--- config.mk ---
export PLATFORM = sky130hd
export DESIGN_NAME = fetch_unit
export DESIGN_NICKNAME = d
export VERILOG_FILES = /design/src/rtl/fetch_pkg.sv /design/src/rtl/fetch_fifo.sv /design/src/rtl/fetch_unit.sv
export SDC_FILE = /design/constraint.sdc
export NUM_CORES = 1
export LEC_CHECK = 0
export BUFFER_PORTS_ARGS = -buffer_cell sky130_fd_sc_hd__buf_2
export CORE_MARGIN = 2
export CORE_UTILIZATION = 35
export DETAILED_ROUTE_END_ITERATION = 7
export PLACE_DENSITY_LB_ADDON = 0.1
export SLEW_MARGIN = 20
export SYNTH_ARGS = -nofsm -noshare
export SYNTH_HDL_FRONTEND = slang
export SYNTH_SLANG_ARGS = --single-unit
--- constraint.sdc ---
create_clock -name Clock -period 2.8 [get_ports Clock]
set_clock_uncertainty 0.2 [all_clocks]
set_input_delay 0.28 -clock Clock [delete_from_list [all_inputs] [get_ports Clock]]
set_output_delay 0.28 -clock Clock [all_outputs]
set_load 0.01 [all_outputs]
--- src/rtl/fetch_pkg.sv ---
// Shared types and constants for the instruction fetch unit and its prefetch FIFO.
package fetch_pkg;

    localparam int WORD_W    = 16;
    localparam int DEPTH_DEF = 2;
    localparam int AW_DEF    = 8;

    typedef enum logic [1:0] {
        ST_IDLE  = 2'd0,
        ST_FETCH = 2'd1,
        ST_HOLD  = 2'd2
    } fetch_state_e;

    typedef struct packed {
        logic [WORD_W-1:0] pc;
        logic [WORD_W-1:0] instr;
    } fetch_entry_t;

endpackage

--- src/rtl/fetch_fifo.sv ---
// In-order prefetch buffer. The head word is registered and holds its last value
// when the buffer drains or is flushed.
module fetch_fifo
    import fetch_pkg::*;
#(
    parameter int DEPTH = DEPTH_DEF
) (
    input  logic                   clk,
    input  logic                   rst,
    input  logic                   flush,
    input  logic                   push,
    input  fetch_entry_t           push_entry,
    input  logic                   pop,
    output logic [$clog2(DEPTH):0] count,
    output logic                   head_valid,
    output fetch_entry_t           head_entry
);

    localparam int PW = $clog2(DEPTH);
    localparam int CW = PW + 1;

    fetch_entry_t  mem_q [DEPTH];
    fetch_entry_t  mem_d [DEPTH];
    logic [PW-1:0] rd_ptr_q, rd_ptr_d;
    logic [PW-1:0] wr_ptr_q, wr_ptr_d;
    logic [CW-1:0] count_q, count_d;
    logic          valid_q, valid_d;
    fetch_entry_t  head_q, head_d;
    logic          do_pop_s;

    // Next buffer contents; a flush discards everything, including a same-cycle push.
    always_comb begin
        mem_d    = mem_q;
        rd_ptr_d = rd_ptr_q;
        wr_ptr_d = wr_ptr_q;
        count_d  = count_q;
        do_pop_s = pop && (count_q != '0);
        if (flush) begin
            rd_ptr_d = '0;
            wr_ptr_d = '0;
            count_d  = '0;
        end else begin
            if (push) begin
                mem_d[wr_ptr_q] = push_entry;
                wr_ptr_d        = wr_ptr_q + PW'(1);
            end else begin
                wr_ptr_d = wr_ptr_q;
            end
            if (do_pop_s) begin
                rd_ptr_d = rd_ptr_q + PW'(1);
            end else begin
                rd_ptr_d = rd_ptr_q;
            end
            count_d = count_q + CW'(push) - CW'(do_pop_s);
        end
        valid_d = (count_d != '0);
        if (valid_d) begin
            head_d = mem_d[rd_ptr_d];
        end else begin
            head_d = head_q;
        end
    end

    // Buffer state register with synchronous reset.
    always_ff @(posedge clk) begin
        if (rst) begin
            for (int i = 0; i < DEPTH; i++) begin
                mem_q[i] <= '0;
            end
            rd_ptr_q <= '0;
            wr_ptr_q <= '0;
            count_q  <= '0;
            valid_q  <= 1'b0;
            head_q   <= '0;
        end else begin
            mem_q    <= mem_d;
            rd_ptr_q <= rd_ptr_d;
            wr_ptr_q <= wr_ptr_d;
            count_q  <= count_d;
            valid_q  <= valid_d;
            head_q   <= head_d;
        end
    end

    assign count      = count_q;
    assign head_valid = valid_q;
    assign head_entry = head_q;

endmodule

--- src/rtl/fetch_unit.sv ---
// Instruction fetch: PC, one-deep in-flight tag for a 1-cycle synchronous ROM,
// and a small prefetch buffer toward the decoder.
module fetch_unit
    import fetch_pkg::*;
#(
    parameter int DEPTH = DEPTH_DEF,
    parameter int AW    = AW_DEF
) (
    input  logic              Clock,
    input  logic              Reset,
    input  logic              Enable,
    input  logic              Redirect,
    input  logic [WORD_W-1:0] RedirectAddr,
    output logic [AW-1:0]     RomAddr,
    input  logic [WORD_W-1:0] RomData,
    output logic [WORD_W-1:0] Instr,
    output logic [WORD_W-1:0] InstrPC,
    output logic              InstrValid,
    input  logic              InstrReady
);

    localparam int              CW      = $clog2(DEPTH) + 1;
    localparam logic [CW:0]     DEPTH_L = DEPTH[CW:0];

    fetch_state_e      state_q, state_d;
    logic [WORD_W-1:0] pc_q, pc_d;
    logic              inflight_q, inflight_d;
    logic [WORD_W-1:0] inflight_pc_q, inflight_pc_d;

    logic [CW-1:0]     fifo_count_s;
    logic              fifo_valid_s;
    fetch_entry_t      head_s;
    fetch_entry_t      push_entry_s;
    logic              pop_s, push_s, issue_s, room_s;
    logic [CW:0]       occ_s;

    assign pop_s        = fifo_valid_s && InstrReady;
    assign push_s       = inflight_q && !Redirect;
    assign push_entry_s = '{pc: inflight_pc_q, instr: RomData};

    // Occupancy counts the word still in the ROM pipe, so the buffer can never overflow.
    always_comb begin
        occ_s  = {1'b0, fifo_count_s} + {{CW{1'b0}}, inflight_q} - {{CW{1'b0}}, pop_s};
        room_s = (occ_s < DEPTH_L);
    end

    // FSM state register.
    always_ff @(posedge Clock) begin
        if (Reset) begin
            state_q <= ST_IDLE;
        end else begin
            state_q <= state_d;
        end
    end

    // FSM next state.
    always_comb begin
        state_d = state_q;
        if (!Enable) begin
            state_d = ST_IDLE;
        end else begin
            case (state_q)
                ST_IDLE:  state_d = ST_FETCH;
                ST_FETCH: state_d = (!room_s && !Redirect) ? ST_HOLD : ST_FETCH;
                ST_HOLD:  state_d = (pop_s || Redirect) ? ST_FETCH : ST_HOLD;
                default:  state_d = ST_IDLE;
            endcase
        end
    end

    // FSM outputs; the first Enable cycle out of IDLE already issues.
    always_comb begin
        case (state_q)
            ST_IDLE, ST_FETCH, ST_HOLD: issue_s = Enable && !Redirect && room_s;
            default:                    issue_s = 1'b0;
        endcase
    end

    // PC and in-flight tag; a redirect replaces the PC and drops the outstanding read.
    always_comb begin
        if (Redirect) begin
            pc_d = RedirectAddr;
        end else if (issue_s) begin
            pc_d = pc_q + 16'd1;
        end else begin
            pc_d = pc_q;
        end
        inflight_d = issue_s;
        if (issue_s) begin
            inflight_pc_d = pc_q;
        end else begin
            inflight_pc_d = inflight_pc_q;
        end
    end

    // Datapath registers.
    always_ff @(posedge Clock) begin
        if (Reset) begin
            pc_q          <= 16'h0000;
            inflight_q    <= 1'b0;
            inflight_pc_q <= 16'h0000;
        end else begin
            pc_q          <= pc_d;
            inflight_q    <= inflight_d;
            inflight_pc_q <= inflight_pc_d;
        end
    end

    fetch_fifo #(.DEPTH(DEPTH)) u_fifo (
        .clk        (Clock),
        .rst        (Reset),
        .flush      (Redirect),
        .push       (push_s),
        .push_entry (push_entry_s),
        .pop        (pop_s),
        .count      (fifo_count_s),
        .head_valid (fifo_valid_s),
        .head_entry (head_s)
    );

    assign RomAddr    = pc_q[AW-1:0];
    assign Instr      = head_s.instr;
    assign InstrPC    = head_s.pc;
    assign InstrValid = fifo_valid_s;

endmodule

; Word-level counts from Yosys, hierarchy flattened
; Index checks and enable logic that the tools add are counted.
[classes]
add_sub_neg = 7
order_cmp = 4
n_eq_ne = 2
mux = 17
bitwise_logic = 3
reduce_logical = 17
[op_table]
columns = op, count
row1 = two-way mux 32 bit, 4
row2 = two-way mux 64 bit, 2
row3 = bitwise mux 64 bit, 1
row4 = demux 32 bit (select 1 bit), 1
row5 = two-way mux 16 bit, 2
row6 = "adder 16 x 1 -> 16 bit, second input constant", 1
row7 = logical AND 1 bit, 7
row8 = two-way mux 2 bit, 3
row9 = case mux 2 bit (3 select lines), 1
row10 = nonzero test 2 bit, 3
row11 = "greater-or-equal comparator 2 bit, second input constant", 2
row12 = NOT 1 -> 2 bit, 2
row13 = OR reduction 2 bit, 2
row14 = adder 2 x 1 -> 3 bit, 1
row15 = "less-than comparator 3 x 2 -> 1 bit, second input constant", 1
row16 = two-way mux 1 bit, 3
row17 = OR reduction 3 bit, 1
row18 = subtractor 3 x 1 -> 3 bit, 1
row19 = "adder 1 bit, second input constant", 2
row20 = adder 2 x 1 -> 2 bit, 1
row21 = "== test 2 x 1 -> 1 bit, second input constant", 1
row22 = "== test 2 bit, second input constant", 1
row23 = zero test 1 bit, 2
row24 = zero test 2 bit, 1
row25 = 4 further kinds, 4
[totals]
register_bits = 136
in_bits = 37
out_inout_bits = 41
elab_cells = 64

; Logic depth before layout (Yosys ltp)
; Gate-level depths: netlist (run 1).
[logic_depth]
word_depth = 11
depth_mapped = 10
mapped_depth_nobuf = 9

; By module
; Synthesis (run 1) repeated with hierarchy kept, for this count alone.
[unflattened]
hier_cells = 596
hier_area_um2 = 5794.3
[modules_own_cells]
columns = mod, n_inst, cells_per_inst, area_per_inst_um2, seq_area_each_um2
row1 = fetch_fifo, 1, 374, 3920.0, 2021.9
row2 = fetch_unit, 1, 222, 1874.3, 700.7

; Worst setup path after synthesis (run 1)
; OpenSTA, ideal clock, no wires.
[synth_path]
path_kind = register -> register
start = register u_fifo.valid_q (netlist: u_fifo.head_valid)
end = register pc_q[13]
setup_ps = 74
t_arrival_ps = 2378
required_ps = 2526
slack_ps = 148
stages_incl_launch_ff = 11
n_path_buf = 1
synth_period_minus_slack_ps = 2652
cell_sequence = dfxtp_1 > and2_1 > ha_1 > nand2b_1 > fa_1 > xnor2_1 > and4_1 > buf_4 > nand2_1 > or3_1 > a31oi_1
[synth_between]
elab_chain_len = 6
[synth_lines]
columns = element, line
row1 = "start, declared", fetch_fifo.sv:27  ; logic valid_q, valid_d;
row2 = "start signal, assigned", fetch_fifo.sv:80  ; valid_q <= valid_d;
row3 = logical AND 1 bit, fetch_unit.sv:37  ; assign pop_s = fifo_valid_s && InstrReady;
row4 = subtractor 3 x 1 -> 3 bit, fetch_unit.sv:43  ; occ_s = {1'b0, fifo_count_s} + {{CW{1'b0}}, inflight_q} - {{CW{1'b0}}, pop_s};
row5 = less-than comparator 3 x 2 -> 1 bit, fetch_unit.sv:44  ; room_s = (occ_s < DEPTH_L);
row6 = logical AND 1 bit, fetch_unit.sv:74  ; ST_IDLE, ST_FETCH, ST_HOLD: issue_s = Enable && !Redirect && room_s;
row7 = two-way mux 1 bit, fetch_unit.sv:73  ; case (state_q)
row8 = nonzero test 2 bit (no line), n/a
row9 = "end signal, assigned", fetch_unit.sv:103  ; pc_q <= pc_d;
row10 = "end, declared", fetch_unit.sv:26  ; logic [WORD_W-1:0] pc_q, pc_d;
; No other way between the ends.
; A chain may end at the register's enable or synchronous reset.

; Worst setup path in the final report (run 1)
[layout_path]
start = register u_fifo.valid_q (netlist: u_fifo.head_valid)
end = register pc_q[11]
; Same word-level chain as after synthesis.

==> flow_summary.toml, run 1 <==
[logic_synthesis]
ys_seq_elements = 136
synth_cell_types = 46
synthesis.nets = 783
synth_cells = 741
synth_ff_type = "dfxtp_1"
yosysSeqAreaShare = 0.4483
syn-cell-area_um2 = 6073
synth.avg_cell_area_um2 = 8.196
netlist.area_leader.share = 0.4483
ys.warnings.count = 0
ys_async_sr_fraction = 0
synth_top_cell_by_area = "dfxtp_1"
synth_edf_count = 0
synth_area_leaders = "dfxtp_1 (45%), nand2_1 (11%), a21oi_1 (10%), a32o_1 (5.3%), nor3_2 (4.8%)"

[pwr]
max-vdd-ir-drop_v = 0.0004395
p_leak_nw = 2.746
power_density_nw_per_um2 = 629.3

[layout]
final_cell_mix = "nand2_1 (174), dfxtp_1 (136), a21oi_1 (121)"
multi_input_area_um2 = 3019
synthToLayoutAreaGrowth_pct = 25.36
seqCellArea_um2 = 2723
antenna_cells = 0
finish.instance_area_um2 = 7614
instances_no_fill = 1058
finish.utilization = 0.4448
drive_gt1_frac = 0.2005
fillers = 1728
layout.nets = 862
final_common_cell = "nand2_1"

[hold_path]
hold_path_class = "in2reg"

[route]
drtIter0Drc = 222
drc_errors = 0
routed_wl_mm = 15.85
avgRoutedWirePerCell_um = 14.98
vias = 5365
postRouteAntennaNets = 0
drtPass1Iterations = 5
vias_per_cell = 5.071

[setup_path]
required_ps = 2950
critical_path.top_delay_family = "simple AND/OR/NAND/NOR gates"
start_kind = "flop"
cpPeakStageDelay_ps = 410
path_cells = "and2_1 > ha_1 > nand2b_1 > fa_1 > xnor2_2 > and4_4 > nand2_1 > or3_1 > a31oi_1"
cpMaxStageDelayCell = "fa_1"
crit_type = "reg2reg"
cp.arrival_ps = 2820
worstSetupEndpointType = "flop"
cp_max_fo = 5
crit_buf_inv = 0

[cts]
clk_pin_slew_worst_paths_ps = 60
clock_sinks = 136
insertion_delay_ps = 420
cts_root_buf = "clkbuf_16"
htreeDepth = 4
cts_buffers = 17
cts_max_path_buffers = 2
cts_tree = "yes"
post_cts_buffers = 0

[global_routing]
overflow = 0
grt_pass1_wl_mm = 25.66
track_usage = 0.1768
grt_max_degree = 65
antenna_found_initial = 0
grt_pass1_vias = 5055

[die]
initial_utilization = 0.3548
die_h_um = 135.7
dieArea_um2 = 18420
io_pins = 78
rows = 48
coreArea_um2 = 17120
die_x_um = 135.7

[timing]
maxSlewHeadroom = 0.4178
period_share = 0.9550
finalHoldViolCount = 0
timing.fmax_mhz = 374.0
drv_slew = 0
timing.hold.ws_ps = 34.92
setup_viol = 0
post-route-min-period_ps = 2674
tns_ps = 0
worstMarginPinSlew_ps = 873.2

[placement]
gp_congestion = 0.7914
port_buffers = 77
post-dp-hpwl_mm = 9.443
place_inst = 992
placed_area_um2 = 6593

[job]
max-cap-violations = 0

[outcome]
status = "finished, final reports clean"
## path summary, 6_finish.rpt
path,from,to,slack [ps],depth (start not counted)
max,u_fifo.head_valid$_SDFF_PP0_,pc_q[11]$_SDFFE_PP0P_,130,9
min,RedirectAddr[14],pc_q[14]$_SDFFE_PP0P_,30,3
max reg2reg,u_fifo.head_valid$_SDFF_PP0_,pc_q[11]$_SDFFE_PP0P_,130,9
min reg2reg,u_fifo.mem_q[16]$_SDFF_PP0_,u_fifo.mem_q[16]$_SDFF_PP0_,250,2
## worst register-to-register path, cell delays in order (launching register included)
cell and delay [ps]:
dfxtp_1 320, and2_1 180, ha_1 260, nand2b_1 150, fa_1 410, xnor2_2 200, and4_4 280, nand2_1 110
or3_1 340, a31oi_1 160
## metal layers
layer  wire [um]  global-route usage  vias to the layer above
met4         191             0.06250                        0
met1        7502              0.2281                     2518
met2        7515              0.2941                      123
met5           0                   0                        -
met3         645             0.03554                       15
li1            -                   -                     2709
## cell type report
cell class                      count  area share
Multi-Input combinational cell    533      0.3965
Inverter                            5    0.002465
Clock inverter                     11     0.02531
Timing Repair Buffer              127      0.1193
Tap cell                          225     0.03698
Clock buffer                       21     0.06179
Sequential cell                   136      0.3576
## power breakdown
group	total, W	switching (W)	internal (W)
registers	0.00200	0.0000382	0.00197
logic	0.000283	0.000155	0.000128
clock network	0.00250	0.000851	0.00165
## sequential cells by signal, indices dropped and copies added (netlist names)
name               cells
u_fifo.wr_ptr_q        1
u_fifo.head_entry     32
u_fifo.head_valid      1
inflight_pc_q         16
u_fifo.count           2
inflight_q             1
pc_q                  16
state_q                2
u_fifo.rd_ptr_q        1
u_fifo.mem_q          64
## logic make-up after synthesis
| family | share of synthesized area |
|---|---|
| adders and majority gates | 0.01154 |
| AOI/OAI and AO/OA | 0.1914 |
| xor gates and xnor gates | 0.008447 |
| buffers and inverters | 0.06304 |
| muxes | 0.004737 |
| DFF | 0.4483 |
| and+or+nand+nor | 0.2726 |
## per-stage QoR
stage | setup WS, ps | total power, W
2_1_floorplan | 147.5 | 0.002197
3_3_place_gp | -30.45 | 0.002285
3_5_place_dp | -34.78 | 0.002290
4_1_cts | 9.310 | 0.004848
5_1_grt | -26.29 | 0.004969
6_report | 126.1 | 0.004791
## synth_stat cells, types with 5 or more instances
library cell	instances
or3_1	6
buf_4	15
nor2b_1	6
nand2_1	174
clkbuf_1	30
nor2_1	42
nand4_1	7
inv_1	5
a31oi_1	8
buf_2	18
nor3_1	9
a21oi_1	121
a32o_1	32
nand3_1	7
o21ai_0	12
nand2b_1	35
nor3_2	29
dfxtp_1	136
## timing repair
item                       in CTS  in global routing
gates cloned                    0                  1
hold buffers                   33                  0
gates resized for setup         1                  7
hold endpoints to repair       51                  0
pin swaps                       0                  4
setup endpoints to repair       1                 16
(Power assumes the default switching activity.)
==> inputs of run 2 (changes only) <==
--- a/config.mk
+++ b/config.mk
@@ -5,6 +5,7 @@
 export SDC_FILE = /design/constraint.sdc
 export NUM_CORES = 1
 export LEC_CHECK = 0
+export ABC_AREA = 1
 export BUFFER_PORTS_ARGS = -buffer_cell sky130_fd_sc_hd__buf_2
 export CORE_MARGIN = 2
 export CORE_UTILIZATION = 35
==> run 2 against run 1 <==
Non-clock buffer count is 21 lower; cell count is 11% higher; wire length is 9.6% lower; setup slack better by 100 ps; clock power is 22% lower; synthesized cell count is 18% higher; die area is 1.4% lower; worst hold slack worse by 26 ps; global-route usage is 1.1 points lower; area after synthesis is 1.5% lower; first-iteration DRC count is 27% higher.
==> flow_summary.toml, run 2 <==
[placement]
gp_congestion = 0.7766
port_buffers = 77
post-dp-hpwl_mm = 9.352

[pwr]
switching_share = 0.2340
p_leak_nw = 3.173
power.share.sequential = 0.477
max-vdd-ir-drop_v = 0.0004069
power.switching_w = 0.0009889
combPwrFrac = 0.065
power_density_nw_per_um2 = 591.2
clock_power_share = 0.458
p_int_w = 0.003237

[route]
routed_wl_mm = 14.34
drtPass1Iterations = 4
drtIter0Drc = 283
vias_per_cell = 4.509
drc_errors = 0
vias = 5307
postRouteAntennaNets = 0
avgRoutedWirePerCell_um = 12.18

[logic_synthesis]
synth_top_cell_by_area = "dfxtp_1"
synthesis.nets = 914
synth_edf_count = 0
yosysSeqAreaShare = 0.4550
ys_async_sr_fraction = 0
ys.warnings.count = 0
synth_cell_types = 38
yosysMostFrequentCell = "nand2_1"
synth_ff_type = "dfxtp_1"
synth_cells = 872
synth.avg_cell_area_um2 = 6.862
ys_seq_elements = 136
yosys-top-cells-count = "nand2_1 (276), dfxtp_1 (136), inv_1 (100)"
syn-cell-area_um2 = 5983
synth_area_leaders = "dfxtp_1 (46%), nand2_1 (17%), inv_1 (6.3%), o21ai_0 (5.6%), nor2_1 (5.1%)"
netlist.area_leader.share = 0.4550

[setup_path]
cp.arrival_ps = 2660
crit_type = "reg2reg"
required_ps = 2900
start_kind = "flop"
cp_max_fo = 25
worstSetupEndpointType = "flop"

[timing]
rsz0062_at_grt = "false"
tns_ps = 0
period_share = 0.9177
maxSlewHeadroom = 0.6840
timing.hold.ws_ps = 9.016
drv_slew = 0
worstMarginPinSlew_ps = 474.1
post-route-min-period_ps = 2570
setup_viol = 0
timing.fmax_mhz = 389.2
finalHoldViolCount = 0

[cts]
cts_tree = "yes"
clk_pin_slew_worst_paths_ps = 50
cts_buffers = 17
cts_root_buf = "clkbuf_16"
cts_max_path_buffers = 2
insertion_delay_ps = 420
htreeDepth = 4
clock_sinks = 136

[global_routing]
grt_pass1_vias = 4862
antenna_found_initial = 0
grt_max_degree = 61
grt_pass1_wl_mm = 24.05
track_usage = 0.1663
overflow = 0

[hold_path]
hold_path_class = "in2reg"

[layout]
fillers = 1804
largest_reg_flops = 64
final_cell_mix = "nand2_1 (276), dfxtp_1 (136), inv_1 (100)"
max_flop_register = "u_fifo.mem_q"
layout.nets = 989
synthToLayoutAreaGrowth_pct = 19.49
antenna_cells = 0
final_common_cell = "nand2_1"
drive_gt1_frac = 0.1421

[die]
io_pins = 78
die_x_um = 134.7
coreArea_um2 = 16640
initial_utilization = 0.3595
rows = 47
dieArea_um2 = 18160
die_h_um = 134.7

[job]
max-cap-violations = 0

[outcome]
status = "finished, final reports clean"
run 2: cell types whose count changed in the layout (fill, tap and decap cells not counted), moves of 40 or more:
cell     change
o21ai_1     +44
a21oi_1     -89
o21ai_0     +57
nand2_1    +102
inv_1       +95
nor2_1      +40
run 2: worst paths after layout:
kind | startpoint | endpoint | slack, ps | cells after the start
setup / recovery | u_fifo.head_valid$_SDFF_PP0_ | inflight_pc_q[10]$_SDFFE_PP0P_ | 230 | 12
hold reg to reg | u_fifo.head_entry[11]$_SDFFE_PP0P_ | u_fifo.head_entry[11]$_SDFFE_PP0P_ | 240 | 2
setup reg to reg | u_fifo.head_valid$_SDFF_PP0_ | inflight_pc_q[10]$_SDFFE_PP0P_ | 230 | 12
hold / removal | RomData[13] | u_fifo.mem_q[13]$_SDFF_PP0_ | 9 | 5
run 2: layout make-up:
class / count / area (um^2) / share of cell area
multi-input cells: 581 / 2596 / 0.3631
repair buffers: 106 / 661.9 / 0.09258
flip-flops and latches: 136 / 2723 / 0.3808
inverters: 105 / 396.6 / 0.05548
clock inverters: 5 / 25.02 / 0.003500
well taps: 220 / 275.3 / 0.03850
clock buffers: 24 / 471.7 / 0.06598
run 2: kinds of logic after synthesis:
| family | share of synthesized area |
|---|---|
| simple gates | 0.2859 |
| buf+inv | 0.1110 |
| compound gates | 0.1305 |
| flops | 0.4550 |
| fa+ha+maj | 0.01171 |
| xor+xnor | 0.005856 |
run 2: power by group through the flow:
stage	logic (W)	clock network, W	registers (W)
after floorplan	0.000183	0	0.00205
after global placement	0.000263	0	0.00206
after detailed placement	0.000263	0	0.00206
after CTS	0.000277	0.00199	0.00202
after global routing	0.000315	0.00206	0.00202
final	0.000274	0.00194	0.00202
run 2: metrics by stage:
| stage | setup slack [ps] | utilization | cells | area, um^2 | power, W |
|---|---|---|---|---|---|
| after floorplan | 236.3 | - | 872 | 5983 | 0.002229 |
| after global placement | 144.6 | 0.3923 | 1136 | 6529 | 0.002322 |
| after detailed placement | 111.1 | 0.3923 | 1136 | 6529 | 0.002321 |
| after CTS | 186.7 | 0.4294 | 1177 | 7146 | 0.004283 |
| after global routing | 2.111 | 0.4296 | 1177 | 7149 | 0.004401 |
| final | 230.4 | 0.4296 | 1177 | 7149 | 0.004226 |
run 2: repair_timing:
item	in CTS	in global routing
hold buffers	12	0
buffers inserted	0	0
gates resized for setup	0	1
hold endpoints to repair	14	0
endpoints found under the setup margin	0	1
run 2: worst max-delay path: stages, from the launching register on:
cell     delay (ps)
dfxtp_1         300
nand2_1          90
inv_1            70
ha_1            260
or2_2           300
fa_1            400
inv_1            90
nand2_1          50
nand2_1          60
nand3_2         140
buf_4           250
o21ai_0         180
a21oi_1          50
run 2: per-layer routing:
layer | share of wire | vias up | global-route usage
li1 | - | 2887 | -
met1 | 0.54 | 2333 | 0.2405
met2 | 0.42 | 78 | 0.2428
met3 | 0.030 | 9 | 0.03453
met4 | 0.0090 | 0 | 0.06257
met5 | 0 | - | 0
==> inputs of run 3 (changes only) <==
==> constraint.sdc (replaced) <==
create_clock -name Clock -period 2.69 [get_ports Clock]
set_clock_uncertainty 0.2 [all_clocks]
set_input_delay 0.269 -clock Clock [delete_from_list [all_inputs] [get_ports Clock]]
set_output_delay 0.269 -clock Clock [all_outputs]
set_load 0.01 [all_outputs]
==> run 3 against run 2 <==
Worst hold slack improved by 5.3 ps; via count up 0.57%; first-iteration DRC count decreased by 14%; cell area is 4.0% higher; non-clock buffer count rose by 17; cell count rose by 1.7%; highest routed layer unchanged.
==> flow_summary.toml, run 3 (same netlist as run 2, synthesis figures left out) <==
[pwr]
power_density_nw_per_um2 = 604.4
max-vdd-ir-drop_v = 0.0004446
power_w = 0.004493
p_leak_nw = 3.284

[timing]
tns_ps = 0
maxSlewHeadroom = 0.6845
timing.fmax_mhz = 395.2
setup_viol = 0
period_share = 0.9406
layout_setup_ws_ps = 159.8
rsz0062_at_grt = "false"
worstMarginPinSlew_ps = 473.3
drv_slew = 0
finalHoldViolCount = 0
post-route-min-period_ps = 2530

[cts]
cts_root_buf = "clkbuf_16"
cts_max_path_buffers = 2
cts_tree = "yes"
clk_pin_slew_worst_paths_ps = 60
clock_sinks = 136
htreeDepth = 4
insertion_delay_ps = 420
cts_buffers = 17
post_cts_buffers = 0

[global_routing]
use_met3 = 0.03266
grt.busiest_layer = "met2"
track_usage = 0.1672
grt_pass1_vias = 4951
antenna_found_initial = 0
gr-usage-met1 = 0.2326
grt_max_degree = 82
grt_pass1_wl_mm = 24.30
grt_use_met2 = 0.2544
overflow = 0

[setup_path]
reg2regPathDepth = 13
cpPeakStageDelay_ps = 600
crit_type = "reg2reg"
cpMaxStageDelayCell = "fa_2"
cp_max_fo = 6
cp.arrival_ps = 2650
timing.rr.end = "pc_q[5]$_SDFFE_PP0P_"
worstSetupEndpointType = "flop"
crit_path_end = "pc_q[5]$_SDFFE_PP0P_"
start_kind = "flop"
required_ps = 2810
r2r_slack_ps = 160
path_cells = "nand2_2 > inv_1 > ha_1 > or2_4 > fa_2 > nand3_4 > nor2_4 > nor2_1 > buf_4 > nand2_1 > nand3_1 > nand2_1 > inv_1"
rr_startpoint = "u_fifo.head_valid$_SDFF_PP0_"
startpoint = "u_fifo.head_valid$_SDFF_PP0_"

[layout]
largest_reg_flops = 64
final_common_cell = "nand2_1"
finish.utilization = 0.4467
max_flop_register = "u_fifo.mem_q"
final_cell_mix = "nand2_1 (275), dfxtp_1 (136), inv_1 (100)"
layout.nets = 1006
antenna_cells = 0
fillers = 1797
finish.instance_area_um2 = 7433
synthToLayoutAreaGrowth_pct = 24.24
drive_gt1_frac = 0.1484

[route]
drtPass1Iterations = 5
drc_errors = 0
postRouteAntennaNets = 0
vias = 5337
routed_wl_mm = 14.31
drtIter0Drc = 244
avgRoutedWirePerCell_um = 11.95
vias_per_cell = 4.459

[hold_path]
hold_path_depth = 5
hold_path_class = "in2reg"

[die]
dieArea_um2 = 18160
coreArea_um2 = 16640
die_h_um = 134.7
initial_utilization = 0.3595
die_x_um = 134.7
rows = 47
io_pins = 78

[outcome]
status = "finished, final reports clean"

[placement]
port_buffers = 77
post-dp-hpwl_mm = 9.263
placed_area_um2 = 6586
dp_slack_ps = -10.86
gp_congestion = 0.7777

[job]
max-cap-violations = 0
run 3: cell types whose count changed in the layout (fill, tap and decap cells not counted), sizes merged:
cell / previous run / this run
clkinvlp: 0 / 3
buf: 94 / 95
clkbuf: 24 / 25
dlygate4sd3: 12 / 27
run 3: area by class of cell:
class	count	area [um^2]	area share
flip-flops and latches	136	2723	0.3663
well taps	220	275.3	0.03703
clock buffers	24	481.7	0.06480
clock inverters	8	47.55	0.006396
multi-input cells	581	2629	0.3536
inverters	105	396.6	0.05336
repair buffers	123	880.8	0.1185
run 3: power breakdown:
part	switching (W)	total (W)	leakage, nW	internal, W
sequential	0.0000383	0.00210	1.10	0.00206
combinational	0.000181	0.000308	1.93	0.000128
clock	0.000845	0.00209	0.256	0.00124
run 3: timing repair:
action | in CTS | in global routing
hold buffers | 27 | 0
hold endpoints to repair | 29 | 0
setup endpoints to repair | 0 | 25
gates resized for setup | 0 | 10
run 3: stage by stage:
step	hold WS, ps	std cells
after global placement	232.6	1137
after floorplan	217.1	872
after detailed placement	233.8	1137
after CTS	1.766	1196
after global routing	45.85	1197
final	14.30	1197
run 3: per-layer routing:
metal  wire (um)  vias up  part of all wire
met4         293        0             0.020
met5           0        -                 0
met2        5949       86              0.42
met1        7537     2322              0.53
li1            -     2909                 -
met3         529       20             0.037
run 3: worst min-delay path by stage:
stage                                   endpoint  slack (ps)                              start
2_1_floorplan              state_q[0]$_SDFF_PP0_         220                             Enable
3_3_place_gp   u_fifo.head_entry[0]$_SDFFE_PP0P_         230  u_fifo.head_entry[0]$_SDFFE_PP0P_
3_5_place_dp   u_fifo.head_entry[3]$_SDFFE_PP0P_         230  u_fifo.head_entry[3]$_SDFFE_PP0P_
4_1_cts                     pc_q[9]$_SDFFE_PP0P_           2                    RedirectAddr[9]
5_1_grt                     pc_q[9]$_SDFFE_PP0P_          50                    RedirectAddr[9]
6_report             u_fifo.mem_q[11]$_SDFF_PP0_          10                        RomData[11]
run 3: worst max-delay path: cells and delay by family (launching register included):
family	cells	cell delay [ps]
fa+ha+maj	2	860
flops	1	310
simple gates	8	790
buf+inv	3	270
